<file path="src/rtl/rgb_pattern_gen.sv">
// Framed RGB888 test-pattern source: colour bars, gradient, checkerboard, solid.
// Optional frame-id stamp on pixel (0,0): define RGB_PATTERN_FRAME_ID_EN.
module rgb_pattern_gen #(
   parameter int          H_ACTIVE  = 720,
   parameter int          V_ACTIVE  = 480,
   parameter int          H_BLANK   = 16,
   parameter int          V_BLANK   = 64,
   parameter int          CHK_LOG2  = 3,
   parameter logic [23:0] SOLID_RGB = 24'h0080FF
) (
   input  logic        sys_clk,
   input  logic        rst,
   input  logic        start,
   input  logic [1:0]  mode,
   input  logic        continuous,
   output logic        rgb_de,
   output logic [23:0] rgb_data,
   output logic        frame_done,
   output logic        busy,
   output logic [15:0] frame_cnt
);

   localparam int BAR_W = H_ACTIVE / 8;
   localparam int M1    = (H_ACTIVE > H_BLANK) ? H_ACTIVE : H_BLANK;
   localparam int CMAX  = (M1 > V_BLANK + 1) ? M1 : V_BLANK + 1;
   localparam int CW    = $clog2(CMAX + 1);
   localparam int VW    = $clog2(V_ACTIVE + 1);

   typedef enum logic [1:0] {IDLE, ACTIVE, HBLANK, VBLANK} state_t;

   state_t        st, n_st;
   logic [CW-1:0] h, n_h;
   logic [VW-1:0] v, n_v;
   logic [CW-1:0] bc, n_bc;
   logic [2:0]    bi, n_bi;
   logic [1:0]    mode_q, n_mode;
   logic          done_n, restart, de_n, cx, cy;
   logic [15:0]   cnt_n;
   logic [7:0]    gx;
   logic [23:0]   pix, bar_rgb;

   always_comb begin
      n_st    = st;
      n_h     = h;
      n_v     = v;
      n_bc    = bc;
      n_bi    = bi;
      n_mode  = mode_q;
      done_n  = 1'b0;
      cnt_n   = frame_cnt;
      restart = 1'b0;
      case (st)
         IDLE: restart = start;
         ACTIVE: begin
            if (h == CW'(H_ACTIVE - 1)) begin
               n_st = HBLANK;
               n_h  = '0;
            end else begin
               n_h = h + CW'(1);
            end
            // bar index saturates so the last bar absorbs the remainder
            if (bc == CW'(BAR_W - 1)) begin
               n_bc = '0;
               if (bi != 3'd7) n_bi = bi + 3'd1;
            end else begin
               n_bc = bc + CW'(1);
            end
         end
         HBLANK: begin
            if (h == CW'(H_BLANK - 1)) begin
               n_h  = '0;
               n_bc = '0;
               n_bi = '0;
               if (v < VW'(V_ACTIVE - 1)) begin
                  n_v  = v + VW'(1);
                  n_st = ACTIVE;
               end else begin
                  n_st = VBLANK;
               end
            end else begin
               n_h = h + CW'(1);
            end
         end
         VBLANK: begin
            // count V_BLANK idle cycles, then one extra cycle carrying frame_done
            if (h == CW'(V_BLANK)) begin
               n_h = '0;
               if (continuous) restart = 1'b1;
               else            n_st    = IDLE;
            end else begin
               n_h = h + CW'(1);
               if (h == CW'(V_BLANK - 1)) begin
                  done_n = 1'b1;
                  cnt_n  = frame_cnt + 16'd1;
               end
            end
         end
         default: n_st = IDLE;
      endcase
      if (restart) begin
         n_st   = ACTIVE;
         n_h    = '0;
         n_v    = '0;
         n_bc   = '0;
         n_bi   = '0;
         n_mode = mode;
      end
   end

   always_comb begin
      case (n_bi)
         3'd0:    bar_rgb = 24'hFFFFFF;
         3'd1:    bar_rgb = 24'hFFFF00;
         3'd2:    bar_rgb = 24'h00FFFF;
         3'd3:    bar_rgb = 24'h00FF00;
         3'd4:    bar_rgb = 24'hFF00FF;
         3'd5:    bar_rgb = 24'hFF0000;
         3'd6:    bar_rgb = 24'h0000FF;
         default: bar_rgb = 24'h000000;
      endcase
      gx   = 8'(n_h);
      cx   = ((32'(n_h) >> CHK_LOG2) & 32'd1) != 32'd0;
      cy   = ((32'(n_v) >> CHK_LOG2) & 32'd1) != 32'd0;
      de_n = (n_st == ACTIVE);
      case (n_mode)
         2'd0:    pix = bar_rgb;
         2'd1:    pix = {gx, gx, gx};
         2'd2:    pix = (cx ^ cy) ? 24'hFFFFFF : 24'h000000;
         default: pix = SOLID_RGB;
      endcase
`ifdef RGB_PATTERN_FRAME_ID_EN
      if (n_h == '0 && n_v == '0) pix = {8'hA5, frame_cnt};
`endif
      if (!de_n) pix = '0;
   end

   always_ff @(posedge sys_clk or posedge rst) begin
      if (rst) begin
         st         <= IDLE;
         h          <= '0;
         v          <= '0;
         bc         <= '0;
         bi         <= '0;
         mode_q     <= '0;
         rgb_de     <= 1'b0;
         rgb_data   <= '0;
         frame_done <= 1'b0;
         busy       <= 1'b0;
         frame_cnt  <= '0;
      end else begin
         st         <= n_st;
         h          <= n_h;
         v          <= n_v;
         bc         <= n_bc;
         bi         <= n_bi;
         mode_q     <= n_mode;
         rgb_de     <= de_n;
         rgb_data   <= pix;
         frame_done <= done_n;
         busy       <= (n_st != IDLE);
         frame_cnt  <= cnt_n;
      end
   end

endmodule
</file>
<file path="config.mk">
export PLATFORM = sky130hd
export DESIGN_NAME = rgb_pattern_gen
export DESIGN_NICKNAME = d
export VERILOG_FILES = /design/src/rtl/rgb_pattern_gen.sv
export SDC_FILE = /design/constraint.sdc
export NUM_CORES = 1
export LEC_CHECK = 0
export CORE_MARGIN = 1.5
export CORE_UTILIZATION = 30
export CTS_CLUSTER_SIZE = 8
export DETAILED_ROUTE_END_ITERATION = 12
export PLACE_DENSITY = 0.51
export SYNTH_ARGS = -nofsm -noshare
export SYNTH_HDL_FRONTEND = slang
export SYNTH_SLANG_ARGS = --single-unit
</file>
<file path="constraint.sdc">
create_clock -name sys_clk -period 2.95 [get_ports sys_clk]
set_input_delay 0.59 -clock sys_clk [delete_from_list [all_inputs] [get_ports sys_clk]]
set_output_delay 0.59 -clock sys_clk [all_outputs]
set_load 0.02 [all_outputs]
</file>
==> metrics.md <==
| Metric | Value |
|---|---|
| Status | `complete, no violations` |
| Clock power share | `0.253` |
| Initial Utilization | `0.3058` |
| Die width | `124.5 um` |
| Cell taking the most area after synthesis | `dfrtp_1` |
| Ys flop type | `dfrtp_1` |
| # DRC | `0` |
| Switching Share | `0.3847` |
| HPWL after detailed placement | `7765 um` |
| Num CTS Buffers | `9` |
| Number of synthesized flops with an enable pin | `0` |
| Multi-input gate area | `2308 sq um` |
| DR WL/cell | `15.66 um` |
| Combinational power share | `0.443` |
| Initial antenna violation count | `0` |
| Int Pwr | `0.002801 W` |
| Hold buffer count at cts | `0` |
| Worst slew margin | `0.5173` |
| Dpl ws | `-0.1186 ns` |
| Layout cells sized above 1 | `0.1813` |
| Slew Viols, Final | `0` |
| Reg area | `1977 sq um` |
| Highest-count cells in the layout ignoring fill and taps | `79 x dfrtp_1, 48 x clkdlybuf4s50_1, 37 x nor2_1` |
| 1st-iter DRT viols | `195` |
| Antenna-violating nets left | `0` |
| Worst path slowest cell | `or4_4` |
| Tmin final | `2.733 ns` |
| Number of max-cap violations | `0` |
| Power Density | `808.0 nW/um^2` |
| Hold path depth | `1` |
| Total Nets Final | `526` |
| Post-synth top area share | `0.4465` |
| Die area | `15500 sq um` |
| Hold Crit Class | `flop to flop` |
| Vias | `3610` |
| GP Congestion | `0.7810` |
| IO Pins | `49` |
| Sequential element share of the synthesized area | `0.4465` |
| Peak supply drop | `0.0004440 V` |
| TritonCTS clock tree | `yes` |
| Via-to-Cell Ratio | `5.179` |
| Largest stage delay, worst path | `0.49 ns` |
| Required @ worst endpoint | `3.16 ns` |
| Final hold slack | `0.4730 ns` |
| Worst Max-Slew Pin Slew | `0.7175 ns` |
| CTS Root Cell | `clkbuf_16` |
| Worst Reg-to-Reg Cells | `9` |
| Flops & latches, synth | `79` |
| Inst Count DP | `681` |
| Filler Cell Count | `1436` |
| Core region area | `14480 sq um` |
| Post-CTS setup buffer count | `0` |
| DR pass1 iterations | `4` |
| FMAX | `0.3659 GHz` |
| Worst skew pair latency | `0.34 ns` |
| Clock slew at reported path FFs | `0.06 ns` |
| Syn Area/Cell | `10.11 sq um` |
| P_sw | `0.001752 W` |
| Final wirelength | `10920 um` |
| Critical setup path kind | `flop to flop` |
| Post-Synthesis Cell Area | `4428 sq um` |
| # diodes | `0` |
| Total Power | `0.004552 W` |
| Area grow syn2layout | `27.24%` |
| Pleak | `2.262 nW` |
| Setup TNS | `0 ns` |
| GRT overflow | `0` |
| CP Launch Type | `flop` |
| GR Util All Layers | `0.1481` |
| Post-synth ARST share | `1.000` |
| Final Skew | `0.005834 ns` |
| Std-Cell Rows | `44` |
| Largest net degree at the start of global routing | `80` |
| First-pass GRT wire length | `18620 um` |
| Final hold vios | `0` |
| Cell variety after synth | `70` |
| Final period util | `0.9264` |
| Crit Path Max Fanout | `7` |
| IO Port Bufs | `48` |
| Top cells by area, synth | `dfrtp_1 45%, xnor2_1 4.2%, a211oi_2 3.7%, ha_1 3.4%, nand3_1 3.2%` |
| Htree depth | `3` |
| Critical Path, Cell by Cell | `inv_1, ha_1, nand3b_1, or4_4, nand4b_1, buf_4, nor4_4, o311ai_0, o21ai_1` |
| Vias in the first global route | `3640` |
| Post-CTS Resized | `1` |
| Synth warnings | `0` |
| Worst Path Arrival | `2.95 ns` |
| Sequential power share | `0.304` |
| Post-Layout Cell Count | `697` |
| Setup Viol. Count Final | `0` |
| Die height | `124.5 um` |
| CP Capture Type | `flop` |
| Synthesized Nets | `456` |
| Clock Sinks | `79` |
| Commonest non-fill, non-tap cell in the layout | `dfrtp_1` |
| Final setup margin | `0.2171 ns` |
| Reg-to-reg slack, setup | `0.22 ns` |
| Clock Tree Buf Depth | `2` |
| Syn Inst Count | `438` |
power by group through the flow:
stage               registers (W)  logic [W]  clock network, W
floorplan                 0.00152    0.00116                 0
global placement          0.00140    0.00198                 0
detailed placement        0.00140    0.00200                 0
CTS                       0.00138    0.00201           0.00119
global route              0.00141    0.00221           0.00123
finish                    0.00138    0.00202           0.00115
layout make-up:
type,instances,area share
Clock buffer,10,0.04242
Clock inverter,6,0.01199
Inverter,14,0.009549
Multi-Input combinational cell,324,0.4097
Sequential cell,79,0.3509
Tap cell,184,0.04086
Timing Repair Buffer,80,0.1346
metal layers:
| metal | share of wire | GRT usage | vias up |
|---|---|---|---|
| met5 | 0 | 0 | - |
| met4 | 0.0099 | 0.04530 | 0 |
| met3 | 0.035 | 0.03780 | 10 |
| met2 | 0.47 | 0.2340 | 58 |
| met1 | 0.49 | 0.1992 | 1775 |
| li1 | - | - | 1767 |
cells by family after synthesis:
logic type / count (synthesis) / synth area share
fa+ha+maj: 12 / 0.03391
flops: 79 / 0.4465
xor+xnor: 29 / 0.05906
simple gates: 180 / 0.2292
compound gates: 99 / 0.1809
buf+inv: 35 / 0.04069
mux: 4 / 0.009889
flip-flops by register name, indices dropped and copies added, names as in the netlist:
| register | count |
|---|---|
| bi | 3 |
| h | 10 |
| mode_q | 2 |
| rgb_data | 24 |
| bc | 10 |
| st | 2 |
| frame_done | 1 |
| v | 9 |
| rgb_de | 1 |
| busy | 1 |
| frame_cnt | 16 |
cell usage after synthesis (4+ instances only):
cell type and instances:
dfrtp_1 79, nor2_1 37, nand3_1 28, nand2_1 27
xnor2_1 21, o21ai_0 16, inv_1 14, a211oi_2 13
nand4_1 13, nor3_1 13, a211oi_1 12, a21oi_1 12
ha_1 12, nor4_1 9, and3_1 8, clkbuf_1 8
o211ai_1 8, a31oi_1 7, xor2_1 7, buf_2 6
buf_6 5, o31ai_1 5, or4_1 5, nand2b_1 4
nor2b_1 4, o21ai_1 4
stage by stage:
step	area [sq um]	util
global route	5634	0.3891
finish	5634	0.3891
CTS	5603	0.3870
global placement	5290	0.3654
detailed placement	5290	0.3654
floorplan	4428	-
worst paths after layout:
path	startpoint	endpoint
min in group asynchronous	rst	frame_cnt[14]
hold reg to reg	frame_cnt[15]	frame_cnt[15]
setup reg to reg	st[1]	rgb_data[15]
hold / removal	frame_cnt[15]	frame_cnt[15]
setup / recovery	st[1]	rgb_data[15]
max in group asynchronous	rst	rgb_data[5]
critical path: cells and delay by family, from the launching register on:
kind,cells,cell delay (ns)
adder cells (fa/ha/maj),1,0.30
buffers and inverters,2,0.32
AND/OR/NAND/NOR,4,1.06
AO/OA/AOI/OAI,2,0.44
flip-flops,1,0.47
(Power assumes the default switching activity.)
